<file path="src/rtl/vga_sync_gen.sv">
// Raster timing generator: two free-running pixel/line counters with combinational
// decodes for sync, display-enable and line/frame markers (zero latency vs x/y).
module vga_sync_gen #(
  parameter int H_ACTIVE = 640,
  parameter int H_FP     = 16,
  parameter int H_SYNC   = 96,
  parameter int H_BP     = 48,
  parameter int V_ACTIVE = 480,
  parameter int V_FP     = 10,
  parameter int V_SYNC   = 2,
  parameter int V_BP     = 33,
  parameter bit SYNC_POL = 1'b0
) (
  input  logic       clk,
  input  logic       rst,
  input  logic       ce,
  output logic       hsync,
  output logic       vsync,
  output logic       active,
  output logic [9:0] x,
  output logic [9:0] y,
  output logic       line_start,
  output logic       frame_start
);

  localparam int H_TOTAL = H_ACTIVE + H_FP + H_SYNC + H_BP;
  localparam int V_TOTAL = V_ACTIVE + V_FP + V_SYNC + V_BP;

  if (H_TOTAL > 1024 || V_TOTAL > 1024) begin : g_bad_total
    $error("vga_sync_gen: H_TOTAL and V_TOTAL must not exceed 1024");
  end

  localparam logic [9:0]  H_LAST     = 10'(H_TOTAL - 1);
  localparam logic [9:0]  V_LAST     = 10'(V_TOTAL - 1);
  // 11-bit thresholds so a window edge equal to 1024 still compares correctly
  localparam logic [10:0] H_ACT_END  = 11'(H_ACTIVE);
  localparam logic [10:0] H_SYNC_BEG = 11'(H_ACTIVE + H_FP);
  localparam logic [10:0] H_SYNC_END = 11'(H_ACTIVE + H_FP + H_SYNC);
  localparam logic [10:0] V_ACT_END  = 11'(V_ACTIVE);
  localparam logic [10:0] V_SYNC_BEG = 11'(V_ACTIVE + V_FP);
  localparam logic [10:0] V_SYNC_END = 11'(V_ACTIVE + V_FP + V_SYNC);

  logic [10:0] x_ext;
  logic [10:0] y_ext;
  logic        h_in_sync;
  logic        v_in_sync;

  always_ff @(posedge clk) begin
    if (rst) begin
      x <= H_LAST;
      y <= V_LAST;
    end else if (ce) begin
      if (x == H_LAST) begin
        x <= '0;
        y <= (y == V_LAST) ? '0 : y + 10'd1;
      end else begin
        x <= x + 10'd1;
      end
    end
  end

  assign x_ext       = {1'b0, x};
  assign y_ext       = {1'b0, y};
  assign h_in_sync   = (x_ext >= H_SYNC_BEG) && (x_ext < H_SYNC_END);
  assign v_in_sync   = (y_ext >= V_SYNC_BEG) && (y_ext < V_SYNC_END);

  assign hsync       = h_in_sync ? SYNC_POL : ~SYNC_POL;
  assign vsync       = v_in_sync ? SYNC_POL : ~SYNC_POL;
  assign active      = (x_ext < H_ACT_END) && (y_ext < V_ACT_END);
  assign line_start  = (x == 10'd0);
  assign frame_start = (x == 10'd0) && (y == 10'd0);

endmodule
</file>
<file path="config.mk">
export PLATFORM = sky130hd
export DESIGN_NAME = vga_sync_gen
export DESIGN_NICKNAME = d
export VERILOG_FILES = /design/src/rtl/vga_sync_gen.sv
export SDC_FILE = /design/constraint.sdc
export NUM_CORES = 1
export LEC_CHECK = 0
export ABC_CLOCK_PERIOD_IN_PS = 3500
export BUFFER_PORTS_ARGS = -buffer_cell sky130_fd_sc_hd__buf_4
export CAP_MARGIN = 20
export CORE_UTILIZATION = 51
export DETAILED_ROUTE_END_ITERATION = 7
export GPL_ROUTABILITY_DRIVEN = 0
export GPL_TIMING_DRIVEN = 0
export PLACE_DENSITY = 0.84
export SYNTH_ARGS = -nofsm -noshare
export SYNTH_HDL_FRONTEND = slang
export SYNTH_SLANG_ARGS = --single-unit
</file>
<file path="constraint.sdc">
create_clock -name clk -period 3.5 [get_ports clk]
set_input_delay 0.875 -clock clk [delete_from_list [all_inputs] [get_ports clk]]
set_output_delay 0.875 -clock clk [all_outputs]
set_load 0.03 [all_outputs]
</file>
## Word-level counts from Yosys, hierarchy flattened

Index checks and enable logic that the tools add are counted.

- Add/sub/neg operators: 2
- $lt $le $gt $ge: 6
- Equality and inequality tests: 2
- Muxes and demuxes: 4
- Reduce and logical (&&, ||, !) cells: 7

Operators by type and width:

| operator | number |
|---|---|
| adder 10 x 1 -> 10 bit, second input constant | 2 |
| == test 10 bit, second input constant | 2 |
| logical NOT 10 bit | 2 |
| < comparator 10 bit, second input constant | 2 |
| < comparator 10 x 9 -> 1 bit, second input constant | 2 |
| 2-to-1 mux 10 bit | 2 |
| >= comparator 10 bit, second input constant | 1 |
| >= comparator 10 x 9 -> 1 bit, second input constant | 1 |
| logical AND 1 bit | 4 |
| 2-to-1 mux 1 bit | 2 |
| AND reduction 2 bit | 1 |

- Flip-flop bits (word level): 20
- Input bits: 3
- Output and inout bits: 25
- Word-level logic and storage cells: 23

## Depth between registers and ports, before layout

- Depth in word-level cells: 3
- Gate-level depth with buffers: 6
- Depth with buffers taken out: 6

## Worst setup path after synthesis

Ideal clock, no wire load.

- Path type: reg-to-output
- Start: reg x[7]
- End: out frame_start
- Data arrival time: 2.002 ns
- Data required time: 2.625 ns
- Slack: 0.623 ns
- Cell stages (with the launch flop): 5
- Path buffers: 0
- Path through: dfxtp_1 or2_2 nor3b_1 nand2_1 nor4_1

- Longest elaborated chain between the ends: 2

Ends and longest elaborated chain:

| what | RTL line | source |
|---|---|---|
| start: declaration | 20 | `output logic [9:0] x,` |
| start signal: assignment | 57 | `x <= x + 10'd1;` |
| logical NOT 10 bit | 71 | `assign frame_start = (x == 10'd0) && (y == 10'd0);` |
| logical AND 1 bit | 71 |  |
| end: declaration | 23 | `output logic frame_start` |

No other way between the ends.

## Worst setup path after layout

Ends and elaborated chain as after synthesis.

==> impl_summary.txt <==
----------------------------------------------------
[Finish]
  Share of post-route cells with drive strength above 1 ... 23.7%
  Final core occ ... 69.7%
  Area of the multi-input gates ... 673 um^2
  Final net count ... 178
  Ant. Diodes ... 0
  Layout filler cell count ... 177
  Area added between synthesis and finish ... 24.0%
  Register Area ... 400 um^2

[Power]
  Cell internal power dissipation ... 0.412 mW
  Switching power share of the total ... 38.8%
  Largest voltage drop on the vdd net ... 0.346 mV
  Total power divided by cell area ... 477 mW/mm^2
  Clock group share of total power ... 20.2%
  LEAKAGE ... 0.566 nW
  Net switching power of the design ... 0.261 mW
  PnR Total Power ... 0.672 mW
  Comb power frac ... 38.0%
  Sequential group share of total power ... 41.8%

[Worst hold path]
  Path type of the worst min-delay path ... register to register

[Placement]
  Sum of net half-perimeters after detailed placement ... 2.04 mm
  Number of port buffers ... 27

[Worst setup path]
  Arrival time worst endpoint ... 1.78 ns
  Critical Path Fanout Max ... 7
  CP Data Required Time ... 2.62 ns
  Kind of capture point of the worst setup path ... output pin
  Element type at the critical path start ... register
  Critical path start-end classification ... register to output pin

[Clock network]
  Clock edge transition at the registers on the reported setup and hold paths ... 0.11 ns
  Number of buffers inserted by post-CTS setup repair ... 0
  Total clock sinks ... 20
  Largest buffer count on any clock path ... 2
  Number of H-tree levels ... 1
  Hold buffer count at cts ... 0
  Number of buffers inserted during clock tree synthesis ... 3
  Number of gates resized after cts ... 0
  Clock tree from TritonCTS ... built
  Library cell used as clock root buffer ... sky130_fd_sc_hd__clkbuf_4
  Clock network latency to the later pin of the worst-skew pair ... 0.31 ns

[Synthesis]
  Sequential cell area fraction in the yosys report ... 35.2%
  Synth warnings ... 0
  Number of different library cells in the post-synthesis netlist ... 37
  Synth Area per Inst ... 8.24 um^2
  Number of nets produced by synthesis ... 146
  Leading register cell type out of synthesis ... sky130_fd_sc_hd__dfxtp_1
  Post-synth ARST share ... 0%
  Post-Synthesis Cell Area ... 0.00114 mm^2
  Flops & latches, synth ... 20
  Number of flops mapped to enable cells by yosys ... 0
  Gate count after technology mapping ... 138

[GRT]
  Via count of the first global-routing pass ... 950
  Wire length of the first global-routing pass ... 4.22 mm
  GRT Util Overall ... 22.7%
  Antenna violations before repair ... 0
  Largest net degree at the start of global routing ... 12
  Global-route congestion overflow total ... 0

[Timing]
  Count of pins over their slew limit ... 0
  Final hold violation count ... 0
  Sum of negative setup slack ... 0 ns
  Setup repair after global routing missed its margin ... false
  Clock period minus final worst setup slack ... 2.66 ns
  Fin crit share ... 75.9%
  Transition time at the pin with the least slew margin ... 0.769 ns
  Worst slew margin ... 48.2%
  Clock skew ... 0.00496 ns
  Achievable frequency ... 376 MHz
  Final count of negative-setup-slack endpoints ... 0

[Drt]
  Drt drc ... 0
  Routed len/inst ... 13.6 um
  Number of design-rule violations left by the first detailed-router iteration ... 42
  DR vias/cell ... 6.02
  DRT Wirelength ... 2.67 mm
  First-pass detailed-route iteration total ... 4
  Routed Antenna Nets ... 0
  Number of vias in the routed layout ... 1,179

[Floorplanning]
  Effective utilization at floorplan ... 56.3%
  Area of the core ... 0.00202 mm^2
  I/O pin count ... 28
  Row count ... 16
  Die Outline Area ... 0.00242 mm^2
  Die H ... 49.2 um
  Die width ... 49.2 um

[Run]
  Max Cap Viol ... 0

[Status]
  Status ... finished, final reports clean

----------------------------------------------------
## metal layers
layer | wire length, um | global-route usage, % | up-vias
li1 | - | - | 570
met1 | 1150 | 29.1 | 562
met2 | 1290 | 37.7 | 42
met3 | 191 | 3.74 | 5
met4 | 41 | 8.82 | 0
met5 | 0 | 0 | -
## layout by cell type, fill, tap and decap left out, drive strengths merged
cell | Yosys | final
or3 | 2 | 2
and4b | 1 | 1
and2 | 1 | 1
nand3 | 12 | 12
o211ai | 3 | 3
xor2 | 4 | 4
ha | 5 | 5
a221oi | 1 | 1
xnor2 | 5 | 5
or4 | 5 | 5
o31ai | 3 | 3
dfxtp | 20 | 20
o311a | 1 | 1
clkbuf | 4 | 8
a211o | 1 | 1
nor4 | 4 | 4
nand4 | 5 | 5
a21oi | 7 | 7
nand4b | 2 | 2
o21ai | 8 | 8
nor3 | 4 | 4
and4 | 3 | 3
or2 | 2 | 2
nand2 | 9 | 9
and3 | 5 | 5
nor2b | 1 | 1
nor2 | 8 | 8
buf | 3 | 30
nor3b | 1 | 1
inv | 7 | 7
o31a | 1 | 1
## state kept, by name, summed over array words and instances, names as in the netlist
signal	count
x	10
y	10
## worst max-delay path, cell delays in order, from the launching register on
cell and delay (ns):
sky130_fd_sc_hd__dfxtp_1 0.39, sky130_fd_sc_hd__or2_2 0.33, sky130_fd_sc_hd__nor3b_1 0.20, sky130_fd_sc_hd__nand2_1 0.09
sky130_fd_sc_hd__nor4_1 0.25, sky130_fd_sc_hd__buf_4 0.21
## logic make-up (layout without fill, tap and decap cells)
group / after synthesis / count (layout) / synth area share, %
AOI/OAI and AO/OA: 25 / 25 / 13.9
xor gates and xnor gates: 9 / 9 / 6.93
buffers and inverters: 14 / 45 / 5.61
DFF: 20 / 20 / 35.2
adders and majority gates: 5 / 5 / 5.50
and+or+nand+nor: 65 / 65 / 32.9
## final timing paths
path | startpoint | endpoint | slack [ns] | cells past startpoint
setup / recovery | x[7] | frame_start | 0.84 | 5
hold / removal | y[8] | y[8] | 0.52 | 2
setup reg to reg | x[0] | y[4] | 1.20 | 6
hold reg to reg | y[8] | y[8] | 0.52 | 2
## layout make-up
cell class                 count  area share (%)
buffer                         7            2.66
inverter                       7            1.86
tap                           27            2.40
clock buffer                   4            2.57
timing repair buffer          27            14.4
sequential                    20            28.4
multi-input combinational    104            47.7
## stage by stage
step / hold WS [ns] / cell area, um^2 / setup slack, ns / cells
3_3_place_gp: 0.493 / 1370 / 0.993 / 192
2_1_floorplan: 0.622 / 1140 / 0.623 / 138
3_5_place_dp: 0.504 / 1370 / 0.858 / 192
5_1_grt: 0.554 / 1410 / 0.684 / 196
4_1_cts: 0.524 / 1410 / 0.835 / 196
6_report: 0.524 / 1410 / 0.842 / 196
## power by group through the flow
stage	logic (mW)	registers [mW]	clock network [mW]
after floorplan	0.132	0.329	0
after global placement	0.247	0.284	0
after detailed placement	0.252	0.286	0
after CTS	0.253	0.281	0.141
after global routing	0.275	0.285	0.148
final	0.255	0.281	0.136
## synthesized netlist by cell type, drive strengths merged, types with 3 or more instances
master | n | area, um^2
or4 | 5 | 41.3
and3 | 5 | 32.5
and4 | 3 | 27.5
clkbuf | 4 | 16.3
inv | 7 | 26.3
xor2 | 4 | 35.0
nor4 | 4 | 25.0
nor2 | 8 | 30.0
o21ai | 8 | 40.0
dfxtp | 20 | 400
xnor2 | 5 | 43.8
o211ai | 3 | 22.5
nand3 | 12 | 60.1
nand2 | 9 | 33.8
nand4 | 5 | 31.3
a21oi | 7 | 35.0
o31ai | 3 | 22.5
nor3 | 4 | 20.0
ha | 5 | 62.6
buf | 3 | 21.3
Note: power is estimated with default switching activity, not from simulation.
